## config.mk

```make
export PLATFORM = sky130hd
export DESIGN_NAME = ps2_key_tracker
export DESIGN_NICKNAME = d
export VERILOG_FILES = /design/src/rtl/ps2_key_tracker.sv
export SDC_FILE = /design/constraint.sdc
export NUM_CORES = 1
export LEC_CHECK = 0
export CAP_MARGIN = 20
export CELL_PAD_IN_SITES_DETAIL_PLACEMENT = 1
export CELL_PAD_IN_SITES_GLOBAL_PLACEMENT = 2
export CORE_UTILIZATION = 35
export DETAILED_ROUTE_END_ITERATION = 16
export PLACE_DENSITY = 0.8
export SYNTH_ARGS = -nofsm -noshare
export SYNTH_HDL_FRONTEND = slang
export SYNTH_SLANG_ARGS = --single-unit
```

## constraint.sdc

```tcl
create_clock -name inclock -period 1.4 [get_ports inclock]
set_clock_uncertainty 0.1 [all_clocks]
set_input_delay 0.28 -clock inclock [delete_from_list [all_inputs] [get_ports inclock]]
set_output_delay 0.28 -clock inclock [all_outputs]
set_load 0.005 [all_outputs]
```

## src/rtl/ps2_key_tracker.sv

```systemverilog
// Decodes PS/2 scan-code bytes (E0/F0/E1 prefixes, AA self-test) into per-key held state and make/break events.
// Latency: one inclock cycle from an rx_valid strobe to key_down / event outputs.
// Backpressure: none; every rx_valid strobe is consumed, back-to-back strobes included.
module ps2_key_tracker #(
    parameter int                      NUM_KEYS       = 4,
    parameter logic [NUM_KEYS*8-1:0]   KEY_CODES      = {8'h4B, 8'h44, 8'h1B, 8'h1D},
    parameter logic [NUM_KEYS-1:0]     KEY_EXT        = '0,
    parameter int                      TIMEOUT_CYCLES = 2_500_000,
    localparam int                     IW             = (NUM_KEYS > 1) ? $clog2(NUM_KEYS) : 1
) (
    input  logic                inclock,
    input  logic                resetn,
    input  logic [7:0]          rx_data,
    input  logic                rx_valid,
    output logic [NUM_KEYS-1:0] key_down,
    output logic                event_valid,
    output logic [IW-1:0]       event_index,
    output logic                event_make,
    output logic                seq_busy
);

    localparam int TW = $clog2(TIMEOUT_CYCLES + 1);

    typedef enum logic [2:0] {
        S_IDLE,
        S_EXT,
        S_BRK,
        S_EXTBRK,
        S_SKIP
    } state_t;

    state_t              state_q, state_d;
    logic [2:0]          skip_q, skip_d;
    logic [TW-1:0]       tmo_q, tmo_d;
    logic [NUM_KEYS-1:0] key_down_q, key_down_d;
    logic                ev_vld_q, ev_vld_d;
    logic [IW-1:0]       ev_idx_q, ev_idx_d;
    logic                ev_make_q, ev_make_d;
    logic [1:0]          rst_sync_q;
    logic                rst_n_int;

    logic                dec_en;
    logic                dec_ext;
    logic                dec_make;
    logic                is_pfx;
    logic [NUM_KEYS-1:0] match;
    logic [NUM_KEYS-1:0] chg;

    // Reset asserts asynchronously and releases synchronously to inclock.
    always_ff @(posedge inclock or negedge resetn) begin
        if (!resetn) rst_sync_q <= 2'b00;
        else         rst_sync_q <= {rst_sync_q[0], 1'b1};
    end
    assign rst_n_int = rst_sync_q[1];

    // Prefix FSM, skip counter and idle timeout; selects what kind of decode this byte gets.
    always_comb begin
        state_d  = state_q;
        skip_d   = skip_q;
        tmo_d    = (state_q == S_IDLE || rx_valid) ? '0 : tmo_q + 1'b1;
        dec_en   = 1'b0;
        dec_ext  = 1'b0;
        dec_make = 1'b0;
        is_pfx   = (rx_data == 8'hE0) || (rx_data == 8'hF0) || (rx_data == 8'hE1);

        if (rx_valid) begin
            unique case (state_q)
                S_IDLE: begin
                    if (rx_data == 8'hE0)      state_d = S_EXT;
                    else if (rx_data == 8'hF0) state_d = S_BRK;
                    else if (rx_data == 8'hE1) begin
                        state_d = S_SKIP;
                        skip_d  = 3'd7;
                    end else if (rx_data == 8'hAA || rx_data == 8'hFA || rx_data == 8'hEE ||
                                 rx_data == 8'hFE || rx_data == 8'h00 || rx_data == 8'hFF) begin
                        state_d = S_IDLE;
                    end else begin
                        dec_en   = 1'b1;
                        dec_make = 1'b1;
                    end
                end
                S_EXT: begin
                    if (rx_data == 8'hF0) state_d = S_EXTBRK;
                    else if (!is_pfx) begin
                        dec_en   = 1'b1;
                        dec_ext  = 1'b1;
                        dec_make = 1'b1;
                        state_d  = S_IDLE;
                    end
                end
                S_BRK: begin
                    if (rx_data == 8'hE0) state_d = S_EXTBRK;
                    else if (!is_pfx) begin
                        dec_en  = 1'b1;
                        state_d = S_IDLE;
                    end
                end
                S_EXTBRK: begin
                    if (!is_pfx) begin
                        dec_en  = 1'b1;
                        dec_ext = 1'b1;
                        state_d = S_IDLE;
                    end
                end
                S_SKIP: begin
                    if (skip_q <= 3'd1) begin
                        skip_d  = 3'd0;
                        state_d = S_IDLE;
                    end else begin
                        skip_d = skip_q - 3'd1;
                    end
                end
                default: state_d = S_IDLE;
            endcase
        end else if (state_q != S_IDLE && tmo_q >= TW'(TIMEOUT_CYCLES - 1)) begin
            // Abandon a stalled prefix; held keys are left as they are.
            state_d = S_IDLE;
            skip_d  = 3'd0;
            tmo_d   = '0;
        end
    end

    // Key table update and event generation; the event reports the lowest key that changed.
    always_comb begin
        key_down_d = key_down_q;
        ev_vld_d   = 1'b0;
        ev_idx_d   = ev_idx_q;
        ev_make_d  = ev_make_q;
        match      = '0;
        chg        = '0;

        for (int i = 0; i < NUM_KEYS; i++) begin
            match[i] = (rx_data == KEY_CODES[8*i +: 8]) && (dec_ext == KEY_EXT[i]);
        end

        if (rx_valid && state_q == S_IDLE && rx_data == 8'hAA) begin
            key_down_d = '0;
        end else if (dec_en) begin
            chg        = dec_make ? (match & ~key_down_q) : (match & key_down_q);
            key_down_d = dec_make ? (key_down_q | match) : (key_down_q & ~match);
            if (|chg) begin
                ev_vld_d  = 1'b1;
                ev_make_d = dec_make;
                for (int i = NUM_KEYS - 1; i >= 0; i--) begin
                    if (chg[i]) ev_idx_d = IW'(i);
                end
            end
        end
    end

    // State and output registers.
    always_ff @(posedge inclock or negedge rst_n_int) begin
        if (!rst_n_int) begin
            state_q    <= S_IDLE;
            skip_q     <= 3'd0;
            tmo_q      <= '0;
            key_down_q <= '0;
            ev_vld_q   <= 1'b0;
            ev_idx_q   <= '0;
            ev_make_q  <= 1'b0;
        end else begin
            state_q    <= state_d;
            skip_q     <= skip_d;
            tmo_q      <= tmo_d;
            key_down_q <= key_down_d;
            ev_vld_q   <= ev_vld_d;
            ev_idx_q   <= ev_idx_d;
            ev_make_q  <= ev_make_d;
        end
    end

    assign key_down    = key_down_q;
    assign event_valid = ev_vld_q;
    assign event_index = ev_idx_q;
    assign event_make  = ev_make_q;
    assign seq_busy    = (state_q != S_IDLE);

endmodule
```

==> summary.md <==
| Metric | Value |
|---|---|
| Req. time, crit path | 1.48 ns |
| Nature of the critical path endpoint | flop |
| Detailed Place HPWL | 4552 um |
| Post-Synth Adder-Cell Area | 0.02218 |
| Final Util | 0.6074 |
| Post-Synth Simple-Gate Area | 0.2674 |
| Fin. Hold Viols | 0 |
| Net Count, Synth | between 200 and 300 |
| Final WL | 7580 um |
| CTS Hold Bufs | 0 |
| Die Wd | 80.26 um |
| Mux cell area share after synthesis | 0.01226 |
| Layout cell share with drive strength beyond 1 | 0.4888 |
| Worst r2r path cells | 8 |
| Cts bufs inserted | 5 |
| Number of global-route vias before repair | approximately 2,400 |
| Synth-to-Final Area Change | 67.78% |
| Flop-to-flop setup slack | -0.93 ns |
| CTS Buffer Depth | 2 |
| CP Max Fanout | 3 |
| Vias | roughly 2,200 |
| Die Area | 6441 sq um |
| RSZ-0062 raised after global routing | true |
| Worst R2R Start | state_q[2] |
| DRT antenna net count | 0 |
| Mapped Cells | 239 |
| Initial Utilization | 0.3620 |
| Final Wtd Congestion | 0.7624 |
| Antenna cells | 0 |
| Worst-case vdd ir drop | around 0.43 mV |
| Crit path kind | reg -> reg |
| # IOs | 20 |
| Clock root buffer | clkbuf_8 |
| Synth unique cells | 46 |
| Largest family of logic cells by synthesized area | simple AND/OR/NAND/NOR gates |
| Residual DRC | 0 |
| Clk sink count | 38 |
| Status | finished, violations left |
| CP startpoint | state_q[2] |
| Initial antenna violation count | 0 |
| Most common cell after layout, fill and taps aside | buf_4 |
| Highest Clock Rate | 0.4301 GHz |
| GRT Total Usage | 0.2371 |
| Seq/Total Area, Yosys | 0.4437 |
| Hold Path Class | in -> async |
| PortBufs | 19 |
| Slew Limit Fails | 0 |
| Final Cycle Share | 1.661 |
| Final min period | 2.325 ns |
| Total Nets Final | 369 |
| Total of max-cap violations | 0 |
| CP endpoint | event_make |
| Area of the mapped netlist | 2143 sq um |
| Register bit total from synthesis | 38 |
| Final setup violating endpoints | 37 |
| Core area | 5921 sq um |
| Ys async rst share | 1.000 |
| Failing checks | setup timing |
| Slowest cell on crit path | a2111o_1 |
| CP startpoint kind | flop |
| FF-to-FF End | event_make |
| Setup WS pre-CTS | -1.583 ns |
| Crit path cell chain | nand3b_1 -> buf_4 -> nand4_1 -> buf_4 -> nor2_2 -> a2111o_1 -> o21a_4 -> mux2_4 |
| Rows | 28 |
| Xor/xnor share of the synthesized area | 0.08173 |
| CTS clk-pin slew, worst paths | 0.08 ns |
| First-pass GRT wire length | 11,430 um |
| Drt pass-1 iters | 4 |
| Worst skew pair latency | ~0.30 ns |
| Critical path data arrival time | 2.40 ns |
| Non-filler cells, final | between 400 and 500 |
| Leak Pwr | around 0.0016 uW |
| Most frequent cells in the layout | 76 x buf_4, 37 x dfrtp_1, 22 x buf_6 |
| Drt wl/cell | 17.59 um |
| Via count normalized by instance count | 5.118 |
| Max incr delay on CP | between 0.4 and 0.5 ns |
| H-Tree Depth | 2 |
| Post-synthesis compound-gate area fraction | 0.1360 |
| Top cell by count, worst path | buf_4 |
| Largest net degree at the start of global routing | 37 |
| Die Ht | 80.26 um |
| Final worst slack | -0.9252 ns |
| First DRT Iteration DRCs | 97 |
| Ys flop type | dfrtp_1 |
| GRT Residual Overflow | 0 |
| Synth Warn # | 0 |
| Dpl cells | slightly above 400 |
| CTS tree | yes |
| Syn avg cell area | about 9 sq um |
| Post-synth EDFFs | 0 |
| PwrDens | 762.9 nW/um^2 |
[how the worst min path moves through the flow]
stage	to	start	slack (ns)
2_1_floorplan	rst_sync_q[0]	resetn	-0.12
3_3_place_gp	tmo_q[14]	rst_sync_q[1]	0.20
3_5_place_dp	tmo_q[14]	rst_sync_q[1]	0.22
4_1_cts	rst_sync_q[0]	resetn	0.03
5_1_grt	rst_sync_q[1]	resetn	0.04
6_report	rst_sync_q[0]	resetn	0.04
[logic make-up (layout without fill, tap and decap cells)]
group                      Yosys count  count (layout)
AOI/OAI and AO/OA                   44              44
xor gates and xnor gates            20              20
adders and majority gates            4               4
buffers and inverters               15             129
DFF                                 38              38
muxes                                2               2
other                                1               1
and+or+nand+nor                    115             118
[layer usage]
metal,global-route usage,share of wire
met1,0.2448,0.38
met2,0.4838,0.58
met3,0.03295,0.016
met4,0.06964,0.024
met5,0,0
[cell usage after synthesis, drive strengths merged (2+ instances only)]
cell	count	area share
nor2	42	0.074
dfrtp	38	0.44
nand2	22	0.039
nand3	14	0.033
o21ai	13	0.030
xor2	12	0.049
inv	10	0.018
a21oi	8	0.019
xnor2	8	0.033
nor3	6	0.014
o211ai	6	0.021
nand4	5	0.015
nor2b	4	0.012
o22ai	4	0.012
a31oi	3	0.0088
and3	3	0.0088
and4b	3	0.014
buf	3	0.014
ha	3	0.018
or3	3	0.0093
and2	2	0.0070
clkbuf	2	0.0035
mux2	2	0.012
nand2b	2	0.0058
nand4b	2	0.0082
nor4b	2	0.0082
o21bai	2	0.0070
or4	2	0.0088
[flip-flops by register name, summed over array words and instances, names as in the netlist]
name         count
event_valid      1
state_q          3
tmo_q           22
event_index      2
event_make       1
rst_sync_q       2
skip_q           3
key_down         4
[worst max-delay path, delay by kind of cell (launching register included)]
| family | cells | cell delay (ns) |
|---|---|---|
| and+or+nand+nor | 3 | 0.41 |
| muxes | 1 | 0.29 |
| DFF | 1 | 0.41 |
| AOI/OAI and AO/OA | 2 | 0.66 |
| buffers and inverters | 2 | 0.35 |
[metrics by stage]
step / power (uW) / setup TNS, ns / area (sq um) / hold slack, ns
after floorplan: 1350 / -15.72 / 2213 / -0.1156
after detailed placement: 1532 / -24.04 / 2995 / 0.2169
final: 2743 / -21.04 / 3596 / 0.03781
after global placement: 1520 / -22.74 / 2995 / 0.1986
after global routing: 2860 / -24.32 / 3596 / 0.04182
after CTS: 2748 / -17.82 / 3430 / 0.03342
[final cells by class]
type / count / area [sq um]
tap: 75 / 93.84
inverter: 10 / 37.54
fill: 670 / 2325
clock buffer: 6 / 82.58
clock inverter: 2 / 60.06
multi-input combinational: 189 / 1463
sequential: 38 / 952.2
timing repair buffer: 111 / 907.1
[report_power, final]
group	leakage, uW	switching (uW)	internal, uW
clock	0.0000714	415	761
combinational	0.00101	205	197
sequential	0.000517	30.8	1130
total	0.00160	651	2090
[what timing repair did]
item                       CTS  global route
resized for setup          104            41
buffers inserted            16             4
gates cloned                 3             0
pin swaps                   21            22
setup endpoints to repair   45            39
(Power assumes the default switching activity.)
